$ cat src/rtl/sprite_draw_sequencer.sv
// Per-scanline sprite sequencer: fetches 4-pixel tile words and presents masked groups to the quadrupler.
// Define SPRITE_HFLIP_EN to add the spr_hflip input (reversed fetch order and byte order).
module sprite_draw_sequencer #(
  parameter int TILE_ADDR_W = 12,
  parameter int MEM_LATENCY = 2,
  parameter int LINE_SUBPX  = 1920
) (
  input  logic                   clk_draw,
  input  logic                   rst_draw_n,
  input  logic                   line_start,
  input  logic                   spr_valid,
  output logic                   spr_ready,
  input  logic [10:0]            spr_x,
  input  logic [3:0]             spr_groups,
  input  logic [TILE_ADDR_W-1:0] spr_addr,
  input  logic                   spr_last,
`ifdef SPRITE_HFLIP_EN
  input  logic                   spr_hflip,
`endif
  output logic                   mem_req,
  output logic [TILE_ADDR_W-1:0] mem_addr,
  input  logic [31:0]            mem_rdata,
  output logic [31:0]            tile_pixels,
  output logic [3:0]             tile_valid_mask,
  output logic [10:0]            tile_x,
  output logic                   busy,
  output logic                   line_done
);

  typedef enum logic [1:0] {IDLE, FETCH, DRAIN, FLUSH} state_t;

  localparam logic [11:0] LINE_W = 12'(LINE_SUBPX);

  state_t                   state, nxt;
  logic [10:0]              x_q;
  logic [3:0]               groups_q;
  logic [3:0]               g_q;
  logic [TILE_ADDR_W-1:0]   addr_q;
  logic                     last_q;
  logic                     hflip_q;

  // Return tracking: one slot per cycle of memory latency, oldest at the top index.
  logic [MEM_LATENCY-1:0]       trk_vld;
  logic [MEM_LATENCY-1:0][11:0] trk_x;

  logic [11:0] grp_x;
  logic        on_line;
  logic        last_grp;
  logic        accept;
  logic        issue;
  logic [3:0]  fetch_idx;
  logic [31:0] ret_pix;
  logic [11:0] ret_x;
  logic [3:0]  ret_mask;
  logic        ret_vld;

  assign grp_x     = {1'b0, x_q} + {4'b0000, g_q, 4'b0000};
  assign on_line   = grp_x < LINE_W;
  assign last_grp  = (g_q == groups_q - 4'd1);
  assign spr_ready = rst_draw_n && (state == IDLE) && !line_start;
  assign accept    = spr_valid && spr_ready;
  assign fetch_idx = hflip_q ? (groups_q - 4'd1 - g_q) : g_q;
  assign mem_req   = issue;
  assign mem_addr  = issue ? (addr_q + TILE_ADDR_W'(fetch_idx)) : '0;
  assign busy      = (state != IDLE) || (|trk_vld);

  assign ret_vld = trk_vld[MEM_LATENCY-1] && !line_start;
  assign ret_x   = trk_x[MEM_LATENCY-1];
  assign ret_pix = hflip_q ? {mem_rdata[7:0], mem_rdata[15:8], mem_rdata[23:16], mem_rdata[31:24]}
                           : mem_rdata;

`ifndef SPRITE_HFLIP_EN
  assign hflip_q = 1'b0;
`endif

  always_comb begin
    ret_mask = '0;
    for (int i = 0; i < 4; i++) begin
      ret_mask[i] = (ret_pix[8*i +: 8] != 8'h00) && ((ret_x + 12'(4*i)) < LINE_W);
    end
  end

  always_comb begin
    nxt   = state;
    issue = 1'b0;
    case (state)
      IDLE:  if (accept) nxt = (spr_groups == 4'd0) ? FLUSH : FETCH;
      FETCH: begin
        if (!on_line) begin
          nxt = (g_q == 4'd0) ? FLUSH : DRAIN;
        end else begin
          issue = 1'b1;
          if (last_grp) nxt = DRAIN;
        end
      end
      DRAIN: if (!(|trk_vld)) nxt = FLUSH;
      FLUSH: nxt = IDLE;
      default: nxt = IDLE;
    endcase
    // A new scanline abandons whatever sprite is in progress.
    if (line_start) begin
      nxt   = IDLE;
      issue = 1'b0;
    end
  end

  always_ff @(posedge clk_draw) begin
    if (!rst_draw_n) begin
      state           <= IDLE;
      x_q             <= '0;
      groups_q        <= '0;
      g_q             <= '0;
      addr_q          <= '0;
      last_q          <= 1'b0;
`ifdef SPRITE_HFLIP_EN
      hflip_q         <= 1'b0;
`endif
      trk_vld         <= '0;
      trk_x           <= '0;
      tile_pixels     <= '0;
      tile_valid_mask <= '0;
      tile_x          <= '0;
      line_done       <= 1'b0;
    end else begin
      state <= nxt;
      if (accept) begin
        x_q      <= spr_x;
        groups_q <= spr_groups;
        addr_q   <= spr_addr;
        last_q   <= spr_last;
        g_q      <= '0;
`ifdef SPRITE_HFLIP_EN
        hflip_q  <= spr_hflip;
`endif
      end else if (issue) begin
        g_q <= g_q + 4'd1;
      end

      if (line_start) begin
        trk_vld <= '0;
      end else begin
        trk_vld[0] <= issue;
        trk_x[0]   <= grp_x;
        for (int i = 1; i < MEM_LATENCY; i++) begin
          trk_vld[i] <= trk_vld[i-1];
          trk_x[i]   <= trk_x[i-1];
        end
      end

      if (ret_vld) begin
        tile_pixels     <= ret_pix;
        tile_x          <= ret_x[10:0];
        tile_valid_mask <= ret_mask;
      end else begin
        tile_valid_mask <= '0;
      end

      line_done <= (state == FLUSH) && last_q && !line_start;
    end
  end

endmodule

$ cat config.mk
export PLATFORM = sky130hd
export DESIGN_NAME = sprite_draw_sequencer
export DESIGN_NICKNAME = d
export VERILOG_FILES = /design/src/rtl/sprite_draw_sequencer.sv
export SDC_FILE = /design/constraint.sdc
export NUM_CORES = 1
export LEC_CHECK = 0
export CORE_AREA = 2 2 83 144
export DETAILED_ROUTE_END_ITERATION = 10
export DIE_AREA = 0 0 85 146
export DONT_BUFFER_PORTS = 1
export GPL_ROUTABILITY_DRIVEN = 0
export GPL_TIMING_DRIVEN = 0
export PLACE_DENSITY = 0.54
export SETUP_SLACK_MARGIN = 0.05
export SYNTH_ARGS = -nofsm -noshare
export SYNTH_HDL_FRONTEND = slang
export SYNTH_SLANG_ARGS = --single-unit
$ cat constraint.sdc
create_clock -name clk_draw -period 6.42 [get_ports clk_draw]
set_input_delay 1.926 -clock clk_draw [delete_from_list [all_inputs] [get_ports clk_draw]]
set_output_delay 1.926 -clock clk_draw [all_outputs]
set_load 0.02 [all_outputs]
==> parameters.txt, run 1 <==
Parameter                              Value

Clock network
  H-tree lvl count ... 3
  CTS Sinks ... 108
  Clk Latency, worst-skew pair ... 0.35 ns
  Setup Fix Bufs, Post-CTS ... 0
  CTS Buf Count ... 9
  CTS tree ... yes
  CTS Hold Buffers Added ... 0
  Clock root buffer ... clkbuf_16
  CTS clock-pin slew for the worst setup and hold paths ... 0.08 ns
  Max Buffers Root-to-Sink ... 2
  Count of cells resized by post-cts repair ... 0

Route
  DR pass1 iterations ... 4
  Total vias in the final route ... 3739
  Routed vias/inst ... 5.24
  Routed wirelength normalized by instance count ... 15.7 um
  Iteration-0 DRC Markers ... 90
  Antenna Violating Nets Remaining ... 0
  Count of unresolved DRC violations after routing ... 0
  Detailed Route WL ... 11.2 mm

Place
  Detailed placement HPWL ... 8.95 mm
  Number of I/O port buffers ... 0
  Placed Cells incl. Taps ... 697

Pwr
  Share of total power in combinational logic ... 5.1%
  Post-layout total power ... 0.00129 W
  Switching power ... 0.000316 W
  Leakage component of the power ... 1.86 nW
  Maximum resistive drop on vdd ... 0.000158 V
  Clk pwr share ... 41.5%
  Cell area power density ... 253 mW/mm^2
  Cell internal pwr ... 0.000971 W
  Net switching fraction of the power ... 24.5%
  Part of the power in registers ... 53.4%

Global route
  Vias in the first global route ... 3723
  First-pass GRT wire length ... 18.1 mm
  Global-route usage over all layers ... 18.4%
  GRT overflow ... 0
  Largest net degree at the start of global routing ... 20
  Antenna violations before repair ... 0

Synth
  Post-Syn Nets ... 647
  Number of synthesized flops with an enable pin ... 0
  Yosys warns ... 0
  Commonest register cell after synthesis ... dfxtp_1
  Synthesized area ... 0.00463 mm^2
  Yosys top cell area share ... 46.7%
  Largest cells by area after synthesis ... dfxtp_1 (47%), nand2_1 (12%), a21oi_1 (9.0%)
  Proportion of synthesized chip area in sequential cells ... 46.7%
  Count of different cell masters after synthesis ... 39
  Mean instance size in the synthesized netlist ... 8.19 um^2
  Async set or reset register ratio after synthesis ... 0%
  Post-Syn Instances ... 565
  Flops & latches, synth ... 108
  Cell type with the largest total area after synthesis ... dfxtp_1

Worst hold path
  Min-Delay Path Class ... flip-flop to flip-flop

STA
  Worst slew margin relative to its limit ... 54.2%
  Slew @ Worst Pin ... 0.687 ns
  Worst Hold Slack ... 0.459 ns
  Final hold violations ... 0
  Final setup violation count ... 0
  Setup repair after global routing missed its margin ... no
  Layout Skew ... 0.00946 ns
  Setup TNS after final layout ... 0 ns
  Period utilization ... 82.8%
  Final-report max-slew violation count ... 0
  Minimum clock period after layout ... 5.32 ns
  Highest achievable clock rate ... 0.188 GHz

Floorplan
  Height of the chip ... 146 um
  Initial standard-cell utilization of the core ... 41.4%
  # IOs ... 127
  Horiz. Die Dim ... 85 um
  Rows ... 51
  Die area ... 0.0124 mm^2
  Area of the core region ... 0.0112 mm^2

Worst setup path
  Element type at the critical path start ... flip-flop
  Data arrival time of the worst path ... 3.39 ns
  Required time of the critical path ... 4.49 ns
  Worst Setup Path Type ... flip-flop to output port
  R2R setup slack ... 3.50 ns
  CP Capture Type ... output port
  Maximum fanout encountered on the critical timing path ... 10

Status
  Status ... finished, final reports clean

Final layout
  Area growth from synthesis to layout ... 9.71%
  # diodes ... 0
  Non-filler instance count after layout ... 713
  Share of layout cells above drive strength 1 ... 3.44%
  Count of nets after finishing ... 658
  Core occupancy in the finished layout ... 45.5%

Run
  Max Cap Viol ... 0
-- logic make-up (layout without fill, tap and decap cells) --
| group | Yosys count | in the layout | synth area share, % |
|---|---|---|---|
| AO/OA/AOI/OAI | 110 | 110 | 13.7 |
| XOR/XNOR | 19 | 19 | 3.60 |
| adder cells (fa/ha/maj) | 18 | 18 | 5.19 |
| buffers and inverters | 42 | 58 | 3.41 |
| flip-flops | 108 | 108 | 46.7 |
| multiplexers | 21 | 21 | 4.54 |
| AND/OR/NAND/NOR | 247 | 247 | 22.9 |
-- final cells by class --
cell class              count  area, um^2
well taps                 132         165
inverters                  11        41.3
clock buffers               9         225
flip-flops and latches    108        2160
plain buffers              31         116
clock inverters             7        58.8
multi-input cells         415        2310
fillers                  1153        6090
-- cells in the final DEF (no fill, tap or decap), types with 6 or more instances in the layout --
master     count
nand2_1      154
dfxtp_1      108
a21oi_1       83
nor2_1        45
clkbuf_1      29
mux2i_1       21
ha_1          16
xor2_1        10
nor4_1        10
xnor2_1        9
inv_1          9
clkbuf_16      9
and3_1         7
o21ai_0        6
nor2b_1        6
-- metrics by stage --
step           setup WS (ns)  area (um^2)
6_report                1.10         5080
3_3_place_gp            1.36         4790
2_1_floorplan           1.53         4630
5_1_grt                0.895         5080
4_1_cts                 1.06         5080
3_5_place_dp            1.36         4790
-- layer usage --
metal	GRT usage [%]	wire, um
met1	18.0	4040
met2	36.1	6340
met3	4.08	705
met4	6.67	147
met5	0	0
-- synth_stat cells (6+ instances only) --
master and n:
mux2i_1 21, ha_1 16, and3_1 7, a21oi_1 83, xnor2_1 9, nand2_1 154, xor2_1 10, clkbuf_1 29
nor4_1 10, nor2b_1 6, inv_1 9, nor2_1 45, o21ai_0 6, dfxtp_1 108
-- flip-flops by register name, indices dropped and copies added, names as in the netlist --
name	count
trk_x	12
tile_x	11
x_q	11
last_q	1
addr_q	12
tile_pixels	32
tile_valid_mask	4
fetch_idx	4
line_done	1
ret_x	12
trk_vld	2
state	2
groups_q	4
-- worst max-delay path, stage by stage (launching register included) --
cell and delay [ns]:
dfxtp_1 0.53, ha_1 0.27, inv_1 0.07, fa_1 0.40
nand2b_1 0.16, a21oi_1 0.22, xor2_1 0.16, a31oi_4 0.25
nand3b_4 0.13, clkbuf_1 0.24, nor3_1 0.61
-- final timing paths --
check | startpoint | to | depth (start not counted)
setup reg to reg | fetch_idx[0] | state[1] | 10
hold / removal | last_q | last_q | 2
hold reg to reg | last_q | last_q | 2
setup / recovery | fetch_idx[0] | mem_addr[3] | 10
-- power by group through the flow --
stage	sequential, W	combinational, W	clock [W]
finish	0.000687	0.0000657	0.000534
global route	0.000689	0.0000751	0.000572
CTS	0.000687	0.0000676	0.000550
detailed placement	0.000703	0.0000675	0
global placement	0.000703	0.0000659	0
floorplan	0.000701	0.0000523	0
Note: power is estimated with default switching activity, not from simulation.
==> run 2: changes to the inputs <==
--- a/config.mk
+++ b/config.mk
@@ -5,13 +5,14 @@
 export SDC_FILE = /design/constraint.sdc
 export NUM_CORES = 1
 export LEC_CHECK = 0
-export CORE_AREA = 2 2 83 144
+export ABC_AREA = 1
+export CORE_AREA = 2 2 84 147
 export DETAILED_ROUTE_END_ITERATION = 10
-export DIE_AREA = 0 0 85 146
+export DIE_AREA = 0 0 86 149
 export DONT_BUFFER_PORTS = 1
 export GPL_ROUTABILITY_DRIVEN = 0
 export GPL_TIMING_DRIVEN = 0
-export PLACE_DENSITY = 0.54
+export PLACE_DENSITY = 0.57
 export SETUP_SLACK_MARGIN = 0.05
 export SYNTH_ARGS = -nofsm -noshare
 export SYNTH_HDL_FRONTEND = slang
==> constraint.sdc (replaced) <==
create_clock -name clk_draw -period 4.5 [get_ports clk_draw]
set_input_delay 1.35 -clock clk_draw [delete_from_list [all_inputs] [get_ports clk_draw]]
set_output_delay 1.35 -clock clk_draw [all_outputs]
set_load 0.02 [all_outputs]
==> run 2 against run 1 <==
Against the previous run:
- flip-flop and latch count stayed put
- first-iteration DRC count is 120% higher
- clock power is 38% higher
- critical path depth is 4 higher
- clock skew is 0.0066 ns lower
- worst hold slack worse by 0.0096 ns
- combinational power is 84% higher
- die area is 3.3% higher
- register-to-register slack worse by 1.4 ns
- sequential share of layout area is 1.5 points lower
- setup slack worse by 0.84 ns
- critical path type unchanged
==> parameters.txt, run 2 <==
Parameter                              Value

Status
  Status ... finished, final reports clean

Final layout
  Area growth from synthesis to layout ... 9.29%
  Non-filler instance count after layout ... 791 (+11%)
  Final standard cell area without fillers ... 0.00526 mm^2 (+3.5%)
  Register name with the most flops ... tile_pixels
  Commonest non-fill, non-tap cell in the layout ... dfxtp_1
  # diodes ... 0 (unchanged)
  Count of nets after finishing ... 732 (+11%)
  Number of flip-flops in the largest register ... 32 (unchanged)
  Commonest cells after routing, fill and taps aside ... dfxtp_1 (108), inv_1 (84), a21oi_1 (83)
  Share of layout cells above drive strength 1 ... 6.27% (+2.8 points)

Worst setup path
  Data arrival time of the worst path ... 2.89 ns (-0.50 ns)
  Worst Setup Path Type ... flip-flop to output port
  R2R setup slack ... 2.10 ns (-1.40 ns)
  Depth of the worst register-to-register path ... 16 (+6)
  CP Capture Type ... output port
  Required time of the critical path ... 3.15 ns (-1.34 ns)
  Element type at the critical path start ... flip-flop
  Maximum fanout encountered on the critical timing path ... 8 (-2)

Floorplan
  Rows ... 53 (+3.9%)
  Initial standard-cell utilization of the core ... 41.0% (-0.46 points)
  Area of the core region ... 0.0117 mm^2 (+5.1%)
  Height of the chip ... 149 um (+2.1%)
  Die area ... 0.0128 mm^2 (+3.3%)
  # IOs ... 127 (unchanged)
  Horiz. Die Dim ... 86 um (+1.2%)

STA
  Setup repair after global routing missed its margin ... no
  Final hold violations ... 0 (unchanged)
  Highest achievable clock rate ... 0.236 GHz
  Setup TNS after final layout ... 0 ns (unchanged)
  Final setup violation count ... 0 (unchanged)
  Slew @ Worst Pin ... 0.617 ns (-0.0701 ns)
  Worst slew margin relative to its limit ... 58.6% (+4.4 points)
  Period utilization ... 94.2%
  Minimum clock period after layout ... 4.24 ns
  Final-report max-slew violation count ... 0 (unchanged)
  Layout Skew ... 0.00287 ns (-0.00658 ns)

Synth
  Post-Syn Instances ... 639 (+13%)
  Yosys top cell area share ... 45.0% (-1.8 points)
  Flops & latches, synth ... 108 (unchanged)
  Largest cells by area after synthesis ... dfxtp_1 (45%), a21oi_1 (8.6%), o21ai_0 (8.5%)
  Commonest cells in the synthesized netlist ... dfxtp_1 (108), inv_1 (84), a21oi_1 (83), o21ai_0 (82), nand2_1 (80)
  Async set or reset register ratio after synthesis ... 0% (unchanged)
  Synthesized area ... 0.00481 mm^2 (+3.9%)
  Proportion of synthesized chip area in sequential cells ... 45.0% (-1.8 points)
  Cell type with the largest total area after synthesis ... dfxtp_1
  Commonest register cell after synthesis ... dfxtp_1
  Number of synthesized flops with an enable pin ... 0 (unchanged)
  Mean instance size in the synthesized netlist ... 7.53 um^2 (-8.1%)
  Post-Syn Nets ... 721 (+11%)
  Yosys warns ... 0 (unchanged)
  Library cell with the highest instance count after synthesis ... dfxtp_1
  Count of different cell masters after synthesis ... 32 (-18%)

Route
  Count of unresolved DRC violations after routing ... 0 (unchanged)
  Antenna Violating Nets Remaining ... 0 (unchanged)
  Detailed Route WL ... 12.5 mm (+11%)
  Routed vias/inst ... 5.27 (+0.46%)
  Iteration-0 DRC Markers ... 195 (+120%)
  Routed wirelength normalized by instance count ... 15.8 um (+0.29%)
  Total vias in the final route ... 4167 (+11%)
  DR pass1 iterations ... 4 (unchanged)

Global route
  Antenna violations before repair ... 0 (unchanged)
  Vias in the first global route ... 3987 (+7.1%)
  First-pass GRT wire length ... 19.3 mm (+6.8%)
  Met2 track utilization from global routing ... 37.9% (+1.8 points)
  Largest net degree at the start of global routing ... 17 (-15%)
  Most used routing layer ... met2
  GRT overflow ... 0 (unchanged)
  Met3 capacity usage during global routing ... 4.37% (+0.29 points)
  Global-route track usage on met1 ... 18.8% (+0.74 points)
  Global-route usage over all layers ... 19.3% (+0.87 points)

Clock network
  CTS Sinks ... 108 (unchanged)
  Clk Latency, worst-skew pair ... 0.34 ns (about the same)
  Count of cells resized by post-cts repair ... 0 (unchanged)
  H-tree lvl count ... 3 (unchanged)
  Max Buffers Root-to-Sink ... 2 (unchanged)
  CTS clock-pin slew for the worst setup and hold paths ... 0.07 ns (about the same)
  CTS tree ... yes
  CTS Buf Count ... 9 (unchanged)
  Clock root buffer ... clkbuf_16
  Setup Fix Bufs, Post-CTS ... 0 (unchanged)
  CTS Hold Buffers Added ... 0 (unchanged)

Place
  Placed Cells incl. Taps ... 776 (+11%)
  Number of I/O port buffers ... 0 (unchanged)
  Instance area after placement ... 0.00498 mm^2 (+3.9%)
  Detailed placement HPWL ... 9.72 mm (+8.7%)

Run
  Max Cap Viol ... 0 (unchanged)

Worst hold path
  Min-Delay Path Class ... flip-flop to flip-flop
  Count of cells along the worst hold path ... 2 (unchanged)

Pwr
  Cell area power density ... 353 mW/mm^2 (+39%)
  Maximum resistive drop on vdd ... 0.000182 V (+15%)
  Leakage component of the power ... 2.21 nW (+19%)
## run 2: cell count changes after synthesis, sizes merged, moves of 7 or more
cell   change
mux2i     -21
nand2     -68
nor2      +32
nand4     +10
o21ai     +76
inv       +76
nand3     +20
and3       -7
## run 2: per-stage QoR
stage	power [W]	hold slack [ns]	utilization (%)	setup WS, ns
6_report	0.00185	0.449	44.8	0.262
2_1_floorplan	0.00111	0.415	-	0.882
5_1_grt	0.00193	0.469	44.8	0.0874
3_3_place_gp	0.00114	0.443	42.4	0.582
3_5_place_dp	0.00114	0.440	42.4	0.571
4_1_cts	0.00187	0.452	44.7	0.215
## run 2: report_power, final
| part | internal (W) | total, W | switching (W) | leakage, nW |
|---|---|---|---|---|
| Sequential | 0.000980 | 0.000996 | 0.0000166 | 0.877 |
| Combinational | 0.0000380 | 0.000121 | 0.0000833 | 1.20 |
| Clock | 0.000389 | 0.000736 | 0.000346 | 0.125 |
| Total | 0.00141 | 0.00185 | 0.000446 | 2.21 |
## run 2: worst paths after layout
path,startpoint,endpoint
worst min-delay path,last_q,line_done
worst min register to register,last_q,line_done
worst max-delay path,fetch_idx[0],mem_addr[9]
worst max register to register,fetch_idx[0],fetch_idx[1]
## run 2: logic make-up after synthesis
group	share of synthesized area, %
compound gates	18.3
mux	0.234
flops	45.0
fa+ha+maj	4.99
xor+xnor	2.00
buf+inv	9.44
simple gates	20.1
## run 2: final cells by class
| class | count | area, um^2 |
|---|---|---|
| clock buffer | 12 | 246 |
| multi-input combinational | 413 | 2200 |
| buffer | 29 | 120 |
| clock inverter | 3 | 23.8 |
| tap | 137 | 171 |
| fill | 1248 | 6480 |
| inverter | 89 | 334 |
| sequential | 108 | 2160 |
## run 2: per-layer routing
metal | vias up | part of all wire [%]
li1 | 2097 | -
met1 | 1927 | 37
met2 | 119 | 55
met3 | 24 | 5.3
met4 | 0 | 2.7
met5 | - | 0
## run 2: critical path: stages (launching register included)
cell and delay [ns]:
dfxtp_1 0.47, ha_1 0.22, inv_1 0.06, fa_1 0.39, inv_1 0.10, nand2_1 0.07
nand2_1 0.08, nand2_1 0.05, nand2_1 0.09, nor2_1 0.05, nand3_2 0.10, nand2_2 0.08
nor2_4 0.13, nand2_4 0.12, nor3_1 0.54
